==> src/rtl/pc_gen_ras.sv <==
// Fetch-stage next-PC generator: sequential step, ALU redirect, call/return
// through a circular return-address stack, and trap / misaligned-target redirect.
module pc_gen_ras #(
  parameter int unsigned            ADDR_WIDTH   = 32,
  parameter logic [ADDR_WIDTH-1:0]  RESET_VECTOR = 32'h0000_0000,
  parameter logic [ADDR_WIDTH-1:0]  TRAP_VECTOR  = 32'h0000_0100,
  parameter int unsigned            RAS_DEPTH    = 4,
  parameter bit                     SUPPORT_C    = 1'b0
) (
  input  logic                        clk,
  input  logic                        rst_n,
  input  logic                        en,
  input  logic                        inst_16,
  input  logic                        jump_en,
  input  logic                        call_en,
  input  logic                        ret_en,
  input  logic [ADDR_WIDTH-1:0]       alu_out,
  input  logic                        trap_en,
  output logic [ADDR_WIDTH-1:0]       pc_out,
  output logic [ADDR_WIDTH-1:0]       epc_out,
  output logic                        misaligned,
  output logic                        ras_empty,
  output logic [$clog2(RAS_DEPTH):0]  ras_count
);

  localparam int PTR_W = $clog2(RAS_DEPTH);
  localparam int CNT_W = PTR_W + 1;

  typedef logic [ADDR_WIDTH-1:0] addr_t;

  addr_t                   pc_q, epc_q;
  logic                    mis_q;
  addr_t [RAS_DEPTH-1:0]   ras_q;
  logic [PTR_W-1:0]        ptr_q;
  logic [CNT_W-1:0]        cnt_q;

  addr_t            step, link, target;
  logic             have, redirect, bad, do_pop, do_push, adv;
  logic [PTR_W-1:0] ptr_dec, ptr_pop;
  logic [CNT_W-1:0] cnt_pop;

  always_comb begin
    step     = (SUPPORT_C && inst_16) ? addr_t'(2) : addr_t'(4);
    link     = pc_q + step;
    have     = (cnt_q != '0);
    redirect = ret_en | jump_en | call_en;
    ptr_dec  = ptr_q - PTR_W'(1);
    target   = (ret_en && have) ? ras_q[ptr_dec] : alu_out;
    bad      = SUPPORT_C ? target[0] : (target[1:0] != 2'b00);
    // A misaligned redirect cancels both the pop and the push.
    do_pop   = ret_en & have & ~bad;
    do_push  = call_en & ~bad;
    ptr_pop  = do_pop ? ptr_dec : ptr_q;
    cnt_pop  = do_pop ? (cnt_q - CNT_W'(1)) : cnt_q;
    adv      = en & ~trap_en;
  end

  always_ff @(posedge clk or negedge rst_n) begin
    if (!rst_n) begin
      pc_q  <= RESET_VECTOR;
      epc_q <= '0;
      mis_q <= 1'b0;
      ptr_q <= '0;
      cnt_q <= '0;
    end else if (trap_en) begin
      pc_q  <= TRAP_VECTOR;
      epc_q <= pc_q;
      mis_q <= 1'b0;
    end else if (!en) begin
      mis_q <= 1'b0;
    end else if (redirect && bad) begin
      pc_q  <= TRAP_VECTOR;
      epc_q <= pc_q;
      mis_q <= 1'b1;
    end else begin
      mis_q <= 1'b0;
      pc_q  <= redirect ? target : link;
      // Pop is applied first, so a push onto a full stack in the same cycle loses nothing.
      if (do_push) begin
        ptr_q <= ptr_pop + PTR_W'(1);
        cnt_q <= (cnt_pop == CNT_W'(RAS_DEPTH)) ? cnt_pop : (cnt_pop + CNT_W'(1));
      end else if (do_pop) begin
        ptr_q <= ptr_pop;
        cnt_q <= cnt_pop;
      end
    end
  end

  // Stack contents carry no reset; validity is tracked by cnt_q alone.
  always_ff @(posedge clk) begin
    if (adv && do_push) ras_q[ptr_pop] <= link;
  end

  assign pc_out     = pc_q;
  assign epc_out    = epc_q;
  assign misaligned = mis_q;
  assign ras_empty  = (cnt_q == '0);
  assign ras_count  = cnt_q;

endmodule
==> config.mk <==
export PLATFORM = sky130hd
export DESIGN_NAME = pc_gen_ras
export DESIGN_NICKNAME = d
export VERILOG_FILES = /design/src/rtl/pc_gen_ras.sv
export SDC_FILE = /design/constraint.sdc
export NUM_CORES = 1
export LEC_CHECK = 0
export CAP_MARGIN = 25
export CORE_ASPECT_RATIO = 1.25
export CORE_MARGIN = 4
export CORE_UTILIZATION = 60
export DETAILED_ROUTE_END_ITERATION = 7
export PLACE_DENSITY_LB_ADDON = 0.15
export SYNTH_ARGS = -nofsm -noshare
export SYNTH_HDL_FRONTEND = slang
export SYNTH_SLANG_ARGS = --single-unit
==> constraint.sdc <==
create_clock -name clk -period 9.5 [get_ports clk]
set_input_delay 2.375 -clock clk [delete_from_list [all_inputs] [get_ports clk]]
set_output_delay 2.375 -clock clk [all_outputs]
set_load 0.01 [all_outputs]
==> results.toml <==
[cts]
clock-sinks = 198
cts_tree = "yes"
cts_buffers = 17
ctsResizeCount = 0
cts-root-buf = "clkbuf_16"
hold_buffers = 0
htreeDepth = 4
clkTransAtPathRegs_ns = 0.07
clk_path_buf_depth = 2
clk-insertion-delay-late_ns = 0.43
post_cts_buffers = 0

[job]
drv_cap = 0

[grt]
grt_use_total_pct = 27.3
grt_max_degree = 71
grt-ovfl-total = 0
grt_pass1_wl_mm = 34.3
antenna_found_initial = 0
grt_pass1_vias = 6225

[hold_path]
hp-start = "epc_out[27]"
hp-class = "reg2reg"
min_path_cells = 2
hold_end = "epc_out[27]"

[synthesis]
synth_ff_type = "edfxtp_1"
mappedNetlistArea_um2 = 8950
ys_warn_count = 0
synth_top_area_share_pct = 42.9
syn_avg_cell_area_um2 = 13.3
synth.most_common_cell = "edfxtp_1"
synthTopCellsByCount = "128 x edfxtp_1, 94 x nand2_1, 70 x dfrtp_1, 48 x o21ai_0, 37 x a21oi_1"
synth_area_leaders = "edfxtp_1 43%, dfrtp_1 20%, mux4_2 7.5%"
yosys_register_bits = 198
synth_edf_count = 128
synthArstFlopShare_pct = 35.4
synthCells = 671
yosys.area.top_type = "edfxtp_1"
seq_area_frac_synth_pct = 62.5
synth.distinct_cells = 64
syn-num-nets = 714

[timing]
fin_crit_sh_pct = 55.0
period_needed_ns = 5.23
setup_viol = 0
finalHoldViolCount = 0
worst_slack_ns = 4.27
skew_ns = 0.00892
rsz0062_at_grt = "false"
relSlewSlack_pct = 26.8
fmax_ghz = 0.191
slew_viol_final = 0
worst_pin_slew_ns = 1.09
finalSetupTns_ns = 0

[power_and_ir_drop]
power_leakage_nw = 3.93
ir_drop_v = 0.000179
p_total_mw = 2.40
powerDensity_nw_per_um2 = 225

[setup_path]
crit_fanout = 32
regToRegSetupSlack_ns = 6.03
path_delay_family = "simple AND/OR/NAND/NOR gates"
cp.arrival_ns = 5.28
worst-r2r-cell-count = 8
start_kind = "input pin"
cp-end-kind = "flop"
timing.rr.end = "ras_q[111]"
r2r-start = "ras_count[0]"
slowest_stage = "and3_2"
cp_num_buf_inv = 2
worstPathRequired_ns = 9.55
path_cells = "clkdlybuf4s50_1 -> nor2b_1 -> o211ai_1 -> inv_1 -> and3_2"
cp_slowest_stage_delay_ns = 0.86
worstSetupPathType = "in2reg"

[die]
coreArea_um2 = 14500
ioPinCount = 109
rows = 49
start_util_pct = 61.6
dieArea_um2 = 16900
die_height_um = 145
die_w_um = 117

[routing]
dr.pass1.iters = 5
drc = 0
routed_wl_mm = 22.2
routed_via_density = 6.41
vias = 6135
ant_nets = 0
drt_iter0_markers = 692
wl_per_cell_um = 23.2

[cells_and_area]
drive_gt1_share_pct = 14.4
layout.nets = 809
diodes = 0
layout.cells.non_filler = 957
area.growth.synth_to_final_pct = 19.4

[placed_design]
post-place-ws_ns = 3.88
gp_congestion = 0.801
portBuffers = 107
placed_cells = 924
dpl.hpwl_mm = 13.7

[run_status]
status = "completed"
cells in the final DEF, fill, tap and decap left out, types with 15 or more instances in the layout:
| cell | n |
|---|---|
| a21oi_1 | 37 |
| clkbuf_16 | 17 |
| clkdlybuf4s50_1 | 106 |
| dfrtp_1 | 69 |
| edfxtp_1 | 128 |
| inv_1 | 16 |
| mux2_2 | 22 |
| mux4_2 | 30 |
| nand2_1 | 94 |
| nand3_1 | 15 |
| nor2_1 | 22 |
| o21ai_0 | 48 |
| xnor2_1 | 22 |
power breakdown:
| part | leakage (nW) | total, mW | internal, mW | switching (mW) |
|---|---|---|---|---|
| Combinational | 1.56 | 0.723 | 0.324 | 0.399 |
| Sequential | 2.14 | 1.04 | 0.988 | 0.0545 |
| Clock | 0.231 | 0.633 | 0.331 | 0.302 |
| Total | 3.93 | 2.40 | 1.64 | 0.756 |
cells by family after synthesis:
| kind of cell | Yosys count | synth area share [%] |
|---|---|---|
| AOI/OAI and AO/OA | 130 | 8.93 |
| xor gates and xnor gates | 31 | 3.03 |
| adders and majority gates | 3 | 0.419 |
| buffers and inverters | 58 | 3.06 |
| DFF | 198 | 62.5 |
| muxes | 58 | 11.0 |
| and+or+nand+nor | 193 | 11.0 |
worst min-delay path: cells and delay by family (launching register included):
kind               cells  cell delay [ns]
AOI/OAI and AO/OA      1             0.06
DFF                    1             0.35
and+or+nand+nor        1             0.05
flip-flops by register name (all words and copies together) (netlist names):
signal / count
epc_out: 32
ras_q: 128
misaligned: 1
pc_out: 32
ptr_q: 2
ras_count: 3
metal layers:
metal / up-vias / GRT usage [%] / share of wire, %
met1: 3111 / 37.4 / 39
met3: 24 / 5.69 / 8.3
met5: - / 0 / 0
li1: 2694 / - / -
met2: 306 / 44.6 / 51
met4: 0 / 8.03 / 1.3
area by class of cell:
type,count,area [um^2]
clock inverter,10,60.1
multi-input combinational,415,3120
inverter,16,60.1
timing repair buffer,118,1180
clock buffer,22,444
fill,982,3850
tap,178,223
sequential,198,5600
metrics by stage:
stage                     instance area (um^2)  hold slack (ns)  utilization (%)
after global placement                   10100            0.468             69.7
after detailed placement                 10200            0.482             69.9
final                                    10700            0.492             73.5
after CTS                                10700            0.496             73.3
after global routing                     10700            0.519             73.5
after floorplan                           8950            0.506                -
worst max-delay path by stage:
stage | startpoint | endpoint | slack [ns] | cells after the start
finish | en | ras_q[79] | 4.27 | 5
CTS | en | ras_q[79] | 4.33 | 5
global route | en | ras_q[79] | 4.11 | 5
global placement | call_en | pc_out[23] | 3.78 | 6
floorplan | ret_en | ras_q[0] | 3.37 | 5
detailed placement | en | ras_q[81] | 3.88 | 5
Power figures use the tool's default switching activity.
